`config.mk`:
```
export PLATFORM = sky130hd
export DESIGN_NAME = dds_da4_ctrl_flat
export DESIGN_NICKNAME = d
export VERILOG_FILES = /design/src/rtl/dds_da4_ctrl_if.sv /design/src/rtl/dds_da4_ctrl.sv /design/src/flat_wrapper.sv
export SDC_FILE = /design/constraint.sdc
export NUM_CORES = 1
export LEC_CHECK = 0
export BUFFER_PORTS_ARGS = -buffer_cell sky130_fd_sc_hd__buf_4
export CAP_MARGIN = 20
export CORE_MARGIN = 2
export CORE_UTILIZATION = 48
export CTS_CLUSTER_DIAMETER = 40
export DETAILED_ROUTE_END_ITERATION = 8
export GPL_TIMING_DRIVEN = 1
export PLACE_DENSITY_LB_ADDON = 0.05
export SETUP_SLACK_MARGIN = 0.2
export SLEW_MARGIN = 20
export SYNTH_ARGS = -nofsm -noshare
export SYNTH_HDL_FRONTEND = slang
export SYNTH_SLANG_ARGS = --single-unit
```
`constraint.sdc`:
```
create_clock -name clk -period 2.99 [get_ports clk]
set_input_delay 0.4485 -clock clk [delete_from_list [all_inputs] [get_ports clk]]
set_output_delay 0.4485 -clock clk [all_outputs]
set_load 0.1 [all_outputs]
```
`src/rtl/dds_da4_ctrl_if.sv`:
```
// Signal bundle between the DDS/DAC controller and its environment.
// The slave side is the controller; the master side drives enable, tuning and ROM data.
interface dds_da4_ctrl_if;
  logic        enable;
  logic [31:0] freq_word;
  logic        freq_load;
  logic [9:0]  rom_addr;
  logic [11:0] rom_dout;
  logic        sync_n;
  logic        sclk;
  logic        din;
  logic        busy;
  logic        sample_done;

  modport slave (
    input  enable, freq_word, freq_load, rom_dout,
    output rom_addr, sync_n, sclk, din, busy, sample_done
  );

  modport master (
    output enable, freq_word, freq_load, rom_dout,
    input  rom_addr, sync_n, sclk, din, busy, sample_done
  );
endinterface

```
`src/rtl/dds_da4_ctrl.sv`:
```
// DDS phase accumulator that streams each ROM sample to a quad serial DAC as a 32-bit frame.
// Define DDS_INTREF_EN to send a one-time internal-reference-on command after reset.
module dds_da4_ctrl #(
  parameter int unsigned CLK_DIV = 2,
  parameter logic [3:0]  DAC_CH  = 4'b1111
) (
  input logic           clk,
  input logic           rst_n,
  dds_da4_ctrl_if.slave bus
);
  localparam logic [7:0] DivLast = 8'(CLK_DIV - 1);

`ifdef DDS_INTREF_EN
  typedef enum logic [2:0] {StIdle, StFetch, StLatch, StShift, StGap, StInit} state_e;
  localparam state_e StReset = StInit;
`else
  typedef enum logic [2:0] {StIdle, StFetch, StLatch, StShift, StGap} state_e;
  localparam state_e StReset = StIdle;
`endif

  state_e      state_q, state_d;
  logic [7:0]  div_q, div_d;
  logic [5:0]  half_q, half_d;
  logic [31:0] frame_q, frame_d;
  logic [31:0] phase_q, phase_d;
  logic [31:0] inc_q, inc_d;
  logic        init_q;
  logic        div_last;

`ifdef DDS_INTREF_EN
  logic init_d;
  always_ff @(posedge clk or negedge rst_n) begin
    if (!rst_n) init_q <= 1'b0;
    else        init_q <= init_d;
  end
`else
  assign init_q = 1'b0;
`endif

  assign div_last = (div_q == DivLast);

  always_ff @(posedge clk or negedge rst_n) begin
    if (!rst_n) begin
      state_q <= StReset;
      div_q   <= '0;
      half_q  <= '0;
      frame_q <= '0;
      phase_q <= '0;
      inc_q   <= '0;
    end else begin
      state_q <= state_d;
      div_q   <= div_d;
      half_q  <= half_d;
      frame_q <= frame_d;
      phase_q <= phase_d;
      inc_q   <= inc_d;
    end
  end

  always_comb begin
    state_d = state_q;
    div_d   = div_q;
    half_d  = half_q;
    frame_d = frame_q;
    phase_d = phase_q;
    inc_d   = bus.freq_load ? bus.freq_word : inc_q;
`ifdef DDS_INTREF_EN
    init_d  = init_q;
`endif
    case (state_q)
      StIdle: begin
        if (bus.enable) state_d = StFetch;
      end
      StFetch: state_d = StLatch;
      StLatch: begin
        frame_d = {4'b0000, 4'b0011, DAC_CH, bus.rom_dout, 8'h00};
        phase_d = phase_q + inc_q;
        div_d   = '0;
        half_d  = '0;
        state_d = StShift;
      end
      StShift: begin
        // 64 half-periods of sclk; the next bit is presented as sclk rises again.
        if (div_last) begin
          div_d  = '0;
          half_d = half_q + 6'd1;
          if (half_q[0]) frame_d = {frame_q[30:0], 1'b0};
          if (half_q == 6'd63) state_d = StGap;
        end else begin
          div_d = div_q + 8'd1;
        end
      end
      StGap: begin
        if (div_last) begin
          div_d  = '0;
          half_d = half_q + 6'd1;
          if (half_q[0]) begin
            half_d  = '0;
            state_d = (bus.enable && !init_q) ? StFetch : StIdle;
`ifdef DDS_INTREF_EN
            init_d  = 1'b0;
`endif
          end
        end else begin
          div_d = div_q + 8'd1;
        end
      end
`ifdef DDS_INTREF_EN
      StInit: begin
        frame_d = 32'h0800_0001;
        div_d   = '0;
        half_d  = '0;
        init_d  = 1'b1;
        state_d = StShift;
      end
`endif
      default: state_d = StIdle;
    endcase
  end

  assign bus.rom_addr    = phase_q[31:22];
  assign bus.sync_n      = (state_q != StShift);
  assign bus.sclk        = (state_q == StShift) ? ~half_q[0] : 1'b1;
  assign bus.din         = (state_q == StShift) && frame_q[31];
  // Gated by rst_n so busy is low during reset even when the reset state is INIT.
  assign bus.busy        = rst_n && (state_q != StIdle);
  assign bus.sample_done = (state_q == StGap) && div_last && half_q[0] && !init_q;
endmodule
```
`src/flat_wrapper.sv`:
```
// flat-port wrapper written by rule: the top's interface ports become plain ports
module dds_da4_ctrl_flat 
#(
  parameter int unsigned CLK_DIV = 2,
  parameter logic [3:0]  DAC_CH  = 4'b1111
)
  (clk, rst_n, bus_enable, bus_freq_word, bus_freq_load, bus_rom_dout, bus_rom_addr, bus_sync_n, bus_sclk, bus_din, bus_busy, bus_sample_done);
  dds_da4_ctrl_if bus_i ();
  input logic clk;
  input logic rst_n;
  input wire logic [$bits(bus_i.enable)-1:0] bus_enable;
  input wire logic [$bits(bus_i.freq_word)-1:0] bus_freq_word;
  input wire logic [$bits(bus_i.freq_load)-1:0] bus_freq_load;
  input wire logic [$bits(bus_i.rom_dout)-1:0] bus_rom_dout;
  output wire logic [$bits(bus_i.rom_addr)-1:0] bus_rom_addr;
  output wire logic [$bits(bus_i.sync_n)-1:0] bus_sync_n;
  output wire logic [$bits(bus_i.sclk)-1:0] bus_sclk;
  output wire logic [$bits(bus_i.din)-1:0] bus_din;
  output wire logic [$bits(bus_i.busy)-1:0] bus_busy;
  output wire logic [$bits(bus_i.sample_done)-1:0] bus_sample_done;
  assign bus_i.enable = bus_enable;
  assign bus_i.freq_word = bus_freq_word;
  assign bus_i.freq_load = bus_freq_load;
  assign bus_i.rom_dout = bus_rom_dout;
  assign bus_rom_addr = bus_i.rom_addr;
  assign bus_sync_n = bus_i.sync_n;
  assign bus_sclk = bus_i.sclk;
  assign bus_din = bus_i.din;
  assign bus_busy = bus_i.busy;
  assign bus_sample_done = bus_i.sample_done;
  dds_da4_ctrl #(.CLK_DIV(CLK_DIV), .DAC_CH(DAC_CH)) u_core (.clk(clk), .rst_n(rst_n), .bus(bus_i));
endmodule
```
* After elaboration in Yosys (flattened, before gate mapping)
Index checks and enable logic that the tools add are counted.
** Storage, ports and cells
- Output and inout bits :: 15
- Bits of input ports :: 48
- Bits in registers :: 113
- Word-level logic and storage cells :: 53
** Cells by class
- Multiplexer cells :: 17
- Reductions and logical operators :: 13
- Bitwise logic cells :: 1
- Equality and inequality tests :: 13
- Add/subtract/negate cells :: 3
** Operators with widths (number)
- 32-bit two-way mux :: 2
- 32-bit one-hot mux with 2 select lines :: 1
- 32-bit adder :: 1
- 6-bit two-way mux :: 3
- 6-bit one-hot mux with 3 select lines :: 1
- 8-bit one-hot mux with 2 select lines :: 1
- 3-bit two-way mux :: 5
- 3-bit one-hot mux with 5 select lines :: 1
- 2-bit by 1-bit != test with 1-bit output (second input constant) :: 5
- 8-bit by 1-bit adder with 8-bit output (second input constant) :: 1
- 8-bit by 1-bit == test with 1-bit output (second input constant) :: 1
- 8-bit two-way mux :: 1
- 6-bit by 1-bit adder with 6-bit output (second input constant) :: 1
- 3-bit by 2-bit == test with 1-bit output (second input constant) :: 2
- 6-bit == test (second input constant) :: 1
- 3-bit AND reduction :: 2
- 3-bit nonzero test :: 2
- 5-bit AND reduction :: 1
- 1-bit logical AND :: 4
- 2-bit nonzero test :: 2
- 3-bit by 1-bit == test with 1-bit output (second input constant) :: 1
- 3-bit == test (second input constant) :: 1
- 3-bit zero test :: 1
- 3-bit by 2-bit != test with 1-bit output (second input constant) :: 1
- other kinds (4) :: 5

* Logic depth before layout (Yosys ltp)
Gate-level depths: netlist of run 1.
- Word-level depth :: 4
- Mapped depth :: 10
- Depth with buffers taken out :: 10

* Least setup slack after synthesis of run 1
Ideal clock, no wire load.
- Path kind :: register -> output
- From :: register u_core.div_q[1]
- To :: output port bus_sample_done
- Slack :: -161 ps
- Stages on the path, launching flop included :: 7
- Data arrival time :: 2702 ps
- Data required time :: 2542 ps
- Buffers on the path :: 0
- Cells stage by stage :: dfrtp_1 > inv_1 > ha_1 > or4b_1 > nor4_4 > nand2_1 > nor2_1
** On the way
- Word-level cells in the longest chain between the ends :: 3
** RTL lines
- start: declaration :: RTL line dds_da4_ctrl.sv:22 : logic [7:0] div_q, div_d;
- start signal: assignment :: RTL line dds_da4_ctrl.sv:52 : div_q <= div_d;
- 8-bit by 1-bit == test with 1-bit output :: RTL line dds_da4_ctrl.sv:40 : assign div_last = (div_q == DivLast);
- 1-bit logical AND (2 in series) :: RTL line dds_da4_ctrl.sv:127 : assign bus.sample_done = (state_q == StGap) && div_last && half_q[0] && !init_q;
- end: declaration :: RTL line flat_wrapper.sv:20 : output wire logic [$bits(bus_i.sample_done)-1:0] bus_sample_done;
Every way passes these cells.

* Final worst setup path of run 1
Ends and elaborated chain as after synthesis.

==> results of run 1 <==
## registers in the layout, indices dropped and copies added, names as in the netlist
register / flops
u_core.div_q: 8
u_core.inc_q: 32
u_core.phase_q: 32
u_core.half_q: 6
u_core.frame_q: 24
u_core.state_q: 3
## per-stage QoR
| step | std cells | hold WS (ns) | instance area (um2) | utilization, % | setup slack, ns |
|---|---|---|---|---|---|
| after global placement | 855 | 0.4500 | 6641 | 52.84 | 0.4047 |
| after CTS | 871 | 0.2448 | 6929 | 55.13 | 0.2225 |
| after global routing | 876 | 0.2693 | 6984 | 55.57 | 0.1290 |
| after detailed placement | 855 | 0.4583 | 6641 | 52.84 | 0.3569 |
| after floorplan | 660 | 0.1529 | 6132 | - | 0.2947 |
| final | 876 | 0.1586 | 6984 | 55.57 | 0.2937 |
## what timing repair did
| item | 4_1_cts | 5_1_grt |
|---|---|---|
| pin swaps | 0 | 2 |
| setup endpoints to repair | 1 | 4 |
| gates resized for setup | 2 | 5 |
| setup buffers | 0 | 5 |
| endpoints found under the hold margin | 0 | 0 |
## cell type report
class / instances / area [um2] / share of cell area [%]
well taps: 172 / 215.2 / 3.081
clock buffers: 10 / 229.0 / 3.278
inverters: 10 / 37.54 / 0.5374
multi-input cells: 500 / 3249 / 46.52
clock inverters: 6 / 52.55 / 0.7524
repair buffers: 73 / 573.1 / 8.205
flip-flops and latches: 105 / 2628 / 37.62
## per-layer routing
metal / GRT usage, % / wire, um / part of all wire (%) / up-vias
met1: 26.23 / 6076 / 46 / 2307
li1: - / - / - / 2395
met2: 33.29 / 6361 / 48 / 83
met4: 7.451 / 286 / 2.2 / 0
met5: 0 / 0 / 0 / -
met3: 4.583 / 479 / 3.6 / 20
## critical path: cells and delay by family (launching register included)
kind | cells | cell delay [ns]
fa+ha+maj | 1 | 0.13
buf+inv | 2 | 0.26
flops | 1 | 0.39
simple gates | 4 | 1.12
## layout by cell type, fill, tap and decap left out, types with 3 or more instances in the layout
cell type  instances
nand2_1          109
dfrtp_1          105
buf_4             71
o21ai_0           51
nor2_1            50
a21oi_1           38
ha_1              35
mux2_2            32
a21o_1            18
xnor2_1           18
nand3_1           17
a31oi_1           17
xor2_1            16
nand4_1           11
o21bai_1          11
inv_1              9
clkbuf_16          9
and3_1             6
nand2b_1           6
o221ai_1           4
a211oi_1           3
nor3_1             3
o211ai_1           3
or3_1              3
## cells by family after synthesis
kind of cell	count (synthesis)	synth area share, %
adders and majority gates	36	7.471
xor gates and xnor gates	34	4.858
DFF	105	42.87
buffers and inverters	55	4.388
and+or+nand+nor	223	16.55
muxes	32	5.879
AOI/OAI and AO/OA	175	17.98
## synthesized netlist by cell type, types with 7 or more instances
| master | instances | area share (%) |
|---|---|---|
| inv_1 | 9 | 0.55 |
| o21bai_1 | 11 | 1.3 |
| ha_1 | 35 | 7.1 |
| a31oi_1 | 17 | 1.7 |
| nand3_1 | 17 | 1.4 |
| xnor2_1 | 18 | 2.6 |
| dfrtp_1 | 105 | 43 |
| buf_4 | 14 | 1.7 |
| nand2_1 | 110 | 6.7 |
| clkbuf_1 | 19 | 1.2 |
| nor2_1 | 51 | 3.1 |
| xor2_1 | 16 | 2.3 |
| o21ai_0 | 52 | 4.2 |
| a21oi_1 | 39 | 3.2 |
| a21o_1 | 18 | 2.2 |
| buf_2 | 7 | 0.57 |
| nand4_1 | 11 | 1.1 |
| mux2_2 | 32 | 5.9 |
| nand2b_1 | 7 | 0.71 |
## report_power, final
group	internal (mW)	switching [mW]
sequential	1.50	0.0579
combinational	0.375	0.523
clock	0.579	0.562
total	2.46	1.14
## worst paths after layout
check                                      to
min in group clk             u_core.inc_q[26]
max                           bus_sample_done
min                          u_core.inc_q[12]
max in group asynchronous    u_core.half_q[0]
min reg2reg                u_core.frame_q[26]
max reg2reg                  u_core.half_q[4]
==> impl_metrics.ini, run 1 <==
[route]
detail-route-antenna-nets = 0
wire_per_inst_um = 15.07
drcViolationCount = 0
avgViaCountPerCell = 5.485
vias = 4805
first_pass_iters = 4
routed_wirelength_um = 13200
drtIter0Drc = 184

[sta]
max_freq_ghz = 0.3709
fin_crit_ns = 2.696
slew_viol_final = 0
slew_headroom_pct = 56.08
setup-violations-final = 0
hold_viol = 0
tightest_slew_ns = 0.6504
grt_setup_unrepaired = true
fin_crit_sh_pct = 90.18
setup_tns_ns = 0
finalClockSkew_ns = 0.009437

[power]
vdd_drop_max_mv = 0.4284
p_leak_nw = 3.264
fin_total_pwr_mw = 3.600
power.density_nw_per_um2 = 515.5

[floorplanning]
fp-row-count = 41
initial_utilization_pct = 48.77
pin_count = 63
design.die.area_um2 = 13690
die_h_um = 117.0
fp.dieW_um = 117.0
core_um2 = 12570

[setup_path]
r2r_start = u_core.div_q[1]
cp.required_ns = 2.54
r2r_cells = 10
cpPeakStageDelay_ns = 0.48
crit_path_top_delay_cell = or4b_1
arrival_ns = 2.25
cp-end-kind = primary output
crit_type = flop to primary output
path_max_fanout = 4
start_kind = flop
path_cells = inv_1 -> ha_1 -> or4b_1 -> nor4_4 -> nand2_2 -> nor2_4 -> buf_12
regToRegSetupSlack_ns = 0.33
crit_start = u_core.div_q[1]

[placement]
place_hpwl_um = 9467
numPortBuffers = 62
place_congestion = 0.8944

[yosys]
seq_area_frac_synth_pct = 42.87
ys_warn_count = 0
netlist_instances = 660
syn_area_per_cell_um2 = 9.287
synth_edf_count = 0
ys_async_sr_fraction_pct = 100.0
ys.flop_type = dfrtp_1
ys_ff_latch = 105
synth.distinct_cells = 63
syn_area_um2 = 6130
syn_nets = 744

[global_route]
grt_antenna_before_repair = 0
grt_pass1_wl_um = 21820
grt_max_degree = 106
grt-ovfl-total = 0
grt_pass1_vias = 4568
grtUsageTotal_pct = 20.23

[run]
cap_violations = 0

[clocking]
clock_sinks = 105
htree_num_levels = 3
numCtsBuffers = 9
cts_tree = yes
root_buffer = clkbuf_16
postCtsHoldBufs = 0
path_clk_slew_ns = 0.07
cts.path.max_buffers = 2
insertion_delay_ns = 0.36

[layout]
fin_nets = 783
antennaDiodeCount = 0
drive_above_1_share_pct = 18.89
num-fill-cells = 1160
area_delta_synth_final_pct = 13.94

[status]
status = complete, no violations

[min_path]
hold_class = input pin to asynchronous set/reset pin
Power figures use the tool's default switching activity.
==> inputs of run 2 (changes only) <==
--- a/config.mk
+++ b/config.mk
@@ -7,9 +7,9 @@
 export LEC_CHECK = 0
 export BUFFER_PORTS_ARGS = -buffer_cell sky130_fd_sc_hd__buf_4
 export CAP_MARGIN = 20
-export CORE_MARGIN = 2
+export CORE_MARGIN = 5
 export CORE_UTILIZATION = 48
-export CTS_CLUSTER_DIAMETER = 40
+export CTS_BUF_LIST = sky130_fd_sc_hd__clkbuf_4
 export DETAILED_ROUTE_END_ITERATION = 8
 export GPL_TIMING_DRIVEN = 1
 export PLACE_DENSITY_LB_ADDON = 0.05
==> run 2 against run 1 <==
Compared with the run above: clock skew rose by 0.015 ns; critical endpoint unchanged; final area down 1.6%; critical path type unchanged; final cell count increased by 0.11%; count of clock-buffer cells in the layout stayed put.
==> impl_metrics.ini, run 2 (same netlist as run 1, synthesis figures left out) <==
[setup_path]
cp-end-kind = primary output
crit_family = simple AND/OR/NAND/NOR gates
path_cells = inv_2 -> ha_1 -> or4b_4 -> nor4_4 -> nand2_2 -> nor2_4 -> buf_12
path_max_fanout = 2
cp_num_buf_inv = 2
crit_type = flop to primary output
r2r_cells = 9
r2r_end = u_core.phase_q[28]
r2r_start = u_core.inc_q[15]
cpPeakStageDelay_ns = 0.47
regToRegSetupSlack_ns = 0.40
start_kind = flop
cp.required_ns = 2.54
cp.depth = 7
crit_path_top_delay_cell = or4b_4
arrival_ns = 2.24
endpoint = bus_sample_done
crit_start = u_core.div_q[1]

[min_path]
hold_class = input pin to asynchronous set/reset pin

[power]
pwr-share-clk_pct = 23.4
vdd_drop_max_mv = 0.3358
p_int_mw = 2.150
p_leak_nw = 3.212
pwr-share-seq_pct = 48.5
switching_share_pct = 33.19
power_switching_mw = 1.068
pwr-share-comb_pct = 28.1
power.density_nw_per_um2 = 468.1

[sta]
slew_viol_final = 0
fin_crit_ns = 2.685
setup-violations-final = 0
tightest_slew_ns = 0.6220
max_freq_ghz = 0.3725
setup_tns_ns = 0
grt_setup_unrepaired = true
slew_headroom_pct = 58.38
hold_viol = 0
finalClockSkew_ns = 0.02416
fin_crit_sh_pct = 89.79

[global_route]
grt_antenna_before_repair = 0
grt_pass1_vias = 4712
grt_pass1_wl_um = 22470
grtUsageTotal_pct = 18.58
grt_max_degree = 106
grt-ovfl-total = 0

[placement]
place_hpwl_um = 9595
post_dp_cell_area_um2 = 6649
place_congestion = 0.8718
numPortBuffers = 62

[layout]
num-fill-cells = 1195
drive_above_1_share_pct = 19.72
area_delta_synth_final_pct = 12.15
final_common_cell = nand2_1
largest_registers = u_core.inc_q x32, u_core.phase_q x32, u_core.frame_q x24
final_cell_mix = nand2_1 (109), dfrtp_1 (105), buf_4 (72), o21ai_0 (51), nor2_1 (50)
final_cell_area_um2 = 6874
fin_nets = 784
antennaDiodeCount = 0

[floorplanning]
design.die.area_um2 = 15130
initial_utilization_pct = 48.77
pin_count = 63
die_h_um = 123.0
fp-row-count = 41
core_um2 = 12570
fp.dieW_um = 123.0

[route]
wire_per_inst_um = 15.16
detail-route-antenna-nets = 0
drcViolationCount = 0
routed_wirelength_um = 13300
vias = 4764
first_pass_iters = 8
drtIter0Drc = 288
avgViaCountPerCell = 5.432

[clocking]
cts.path.max_buffers = 2
insertion_delay_ns = 0.48
root_buffer = clkbuf_4
cts_tree = yes
htree_num_levels = 3
numCtsBuffers = 9
clock_sinks = 105
postCtsHoldBufs = 0
path_clk_slew_ns = 0.16

[status]
status = complete, no violations

[run]
cap_violations = 0
-- run 2: worst min path at each step --
| stage | endpoint | cells past startpoint | from |
|---|---|---|---|
| CTS | u_core.inc_q[22] | 2 | rst_n |
| global route | u_core.inc_q[5] | 2 | rst_n |
| floorplan | u_core.div_q[0] | 0 | rst_n |
| detailed placement | u_core.frame_q[26] | 2 | u_core.frame_q[26] |
| finish | u_core.phase_q[11] | 2 | rst_n |
| global placement | u_core.frame_q[26] | 2 | u_core.frame_q[26] |
-- run 2: per-stage QoR --
step           setup WS, ns  util, %  cells  total power [mW]  hold slack (ns)
2_1_floorplan        0.2947        -    660             2.254           0.1529
3_3_place_gp         0.3830    52.90    856             2.473           0.4514
3_5_place_dp         0.3123    52.90    856             2.484           0.4563
4_1_cts              0.1819    54.41    875             3.253          0.07211
5_1_grt              0.1711    54.69    877             3.428          0.08165
6_report             0.3052    54.69    877             3.218          0.08338
-- run 2: layer usage --
| layer | wire length (um) | vias up | track usage (%) |
|---|---|---|---|
| met5 | 0 | - | 0 |
| met4 | 195 | 0 | 4.913 |
| met3 | 581 | 16 | 4.758 |
| met2 | 6599 | 79 | 31.77 |
| met1 | 5920 | 2263 | 23.49 |
| li1 | - | 2406 | - |
-- run 2: worst reg2reg max path: stages (launching register included) --
cell and delay [ns]:
dfrtp_1 0.41, ha_1 0.44, and4_4 0.31, nand3_4 0.10, or4_1 0.48, o2bb2ai_1 0.19, o221a_2 0.26, a221oi_2 0.07
xor2_1 0.15, o21ai_1 0.13
-- run 2: area by class of cell --
type	count	area, um2	area share (%)
Multi-Input combinational cell	500	3271	47.58
Inverter	10	37.54	0.5461
Clock inverter	6	67.56	0.9829
Clock buffer	10	75.07	1.092
Timing Repair Buffer	74	580.6	8.446
Sequential cell	105	2628	38.22
Tap cell	172	215.2	3.131
-- run 2: repair_timing --
item / in CTS / in global routing
setup endpoints to repair: 1 / 9
gates resized for setup: 6 / 6
buffers inserted: 3 / 2
pin swaps: 2 / 3
-- run 2: power groups by stage --
stage,Clock [mW],Combinational (mW),Sequential [mW]
after global placement,0,0.888,1.59
after global routing,0.847,1.01,1.57
after detailed placement,0,0.896,1.59
final,0.753,0.905,1.56
after CTS,0.792,0.899,1.56
after floorplan,0,0.685,1.57
==> inputs of run 3 (changes only) <==
==> constraint.sdc (replaced) <==
create_clock -name clk -period 2.6 [get_ports clk]
set_input_delay 0.39 -clock clk [delete_from_list [all_inputs] [get_ports clk]]
set_output_delay 0.39 -clock clk [all_outputs]
set_load 0.1 [all_outputs]
==> run 3 against run 2 <==
Compared with the run above: die area unchanged; highest routed layer unchanged; critical path type unchanged; routed wire length is 4.4% higher; sequential share of layout area is 2.1 points lower.
==> impl_metrics.ini, run 3 (same netlist as run 1, synthesis figures left out) <==
[status]
status = complete, no violations

[setup_path]
start_kind = flop
path_max_fanout = 3
arrival_ns = 2.18
cp.required_ns = 2.21
cp-end-kind = primary output
crit_type = flop to primary output

[route]
avgViaCountPerCell = 5.435
first_pass_iters = 6
drcViolationCount = 0
vias = 4881
drtIter0Drc = 279
wire_per_inst_um = 15.46
routed_wirelength_um = 13890
detail-route-antenna-nets = 0

[floorplanning]
fp.dieW_um = 123.0
pin_count = 63
fp-row-count = 41
die_h_um = 123.0
initial_utilization_pct = 48.77
core_um2 = 12570
design.die.area_um2 = 15130

[clocking]
insertion_delay_ns = 0.48
path_clk_slew_ns = 0.17
cts_tree = yes
cts.path.max_buffers = 2
root_buffer = clkbuf_4
numCtsBuffers = 9
clock_sinks = 105
htree_num_levels = 3
postCtsHoldBufs = 0

[layout]
final_common_cell = nand2_1
num-fill-cells = 1162
largest_registers = u_core.inc_q x32, u_core.phase_q x32, u_core.frame_q x24
drive_above_1_share_pct = 26.72
final_cell_area_um2 = 7278
final_cell_mix = nand2_1 (108), dfrtp_1 (104), buf_4 (89), nor2_1 (50), o21ai_0 (43)
area_delta_synth_final_pct = 18.74
antennaDiodeCount = 0
fin_nets = 805

[global_route]
grt_pass1_vias = 4786
grt_antenna_before_repair = 0
grt_pass1_wl_um = 23120
grt_max_degree = 62
grtUsageTotal_pct = 19.24
grt-ovfl-total = 0

[placement]
place_congestion = 0.8724
place_hpwl_um = 10030
place_ws_ns = 0.003777
numPortBuffers = 62
post_dp_cell_area_um2 = 6769

[power]
fin_total_pwr_mw = 3.779
p_leak_nw = 3.335
power.density_nw_per_um2 = 519.2
vdd_drop_max_mv = 0.3712

[min_path]
hold_class = input pin to asynchronous set/reset pin

[sta]
fin_crit_ns = 2.571
fin_crit_sh_pct = 98.90
slew_headroom_pct = 48.55
max_freq_ghz = 0.3889
grt_setup_unrepaired = true
setup-violations-final = 0
slew_viol_final = 0
hold_viol = 0
worst_slack_ns = 0.02870
finalClockSkew_ns = 0.02443
tightest_slew_ns = 0.7718
whs_ns = 0.03761

[run]
cap_violations = 0
[run 3: area by class of cell]
type / instances / area, um2 / area share [%]
multi-input combinational: 500 / 3507 / 48.19
tap: 172 / 215.2 / 2.957
sequential: 105 / 2629 / 36.12
inverter: 10 / 37.54 / 0.5157
clock buffer: 10 / 75.07 / 1.031
clock inverter: 6 / 43.79 / 0.6017
timing repair buffer: 95 / 770.7 / 10.59
[run 3: routing by layer]
metal | track usage (%) | wire length [um] | up-vias | share of wire (%)
li1 | - | - | 2445 | -
met1 | 24.46 | 6109 | 2330 | 44
met2 | 33.04 | 6989 | 93 | 50
met3 | 4.620 | 608 | 13 | 4.4
met4 | 4.983 | 180 | 0 | 1.3
met5 | 0 | 0 | - | 0
[run 3: worst max-delay path, stage by stage (launching register included)]
cell and delay, ns:
dfrtp_1 0.43, inv_2 0.06, ha_1 0.12, or4b_4 0.46
nor4_4 0.20, nand2_2 0.13, nor2_4 0.12, buf_12 0.18
[run 3: path summary, 6_finish.rpt]
kind | end | startpoint | slack (ns) | cells after the start
setup / recovery | bus_sample_done | u_core.div_q[1] | 0.03 | 7
hold / removal | u_core.phase_q[20] | rst_n | 0.04 | 2
setup reg to reg | u_core.phase_q[28] | u_core.phase_q[0] | 0.20 | 10
hold reg to reg | u_core.frame_q[27] | u_core.frame_q[27] | 0.49 | 2
max in group asynchronous | u_core.state_q[2] | rst_n | 1.94 | 2
min in group clk | u_core.inc_q[22] | bus_freq_word[22] | 0.12 | 2
[run 3: power breakdown]
part	internal [mW]	leakage, nW	total, mW	switching [mW]
registers	1.73	1.27	1.81	0.0773
clock network	0.209	0.0567	0.765	0.556
logic	0.542	2.01	1.21	0.666
[run 3: through the flow]
| step | utilization (%) | cells | TNS (ns) |
|---|---|---|---|
| final | 57.91 | 898 | 0 |
| after global placement | 53.86 | 870 | 0 |
| after CTS | 56.38 | 891 | -0.03624 |
| after floorplan | - | 660 | 0 |
| after global routing | 57.91 | 898 | -0.1402 |
| after detailed placement | 53.86 | 870 | 0 |
[run 3: timing repair]
item	4_1_cts	5_1_grt
gates resized for setup	28	37
setup endpoints to repair	11	32
gates cloned	0	0
pin swaps	11	20
setup buffers	5	7
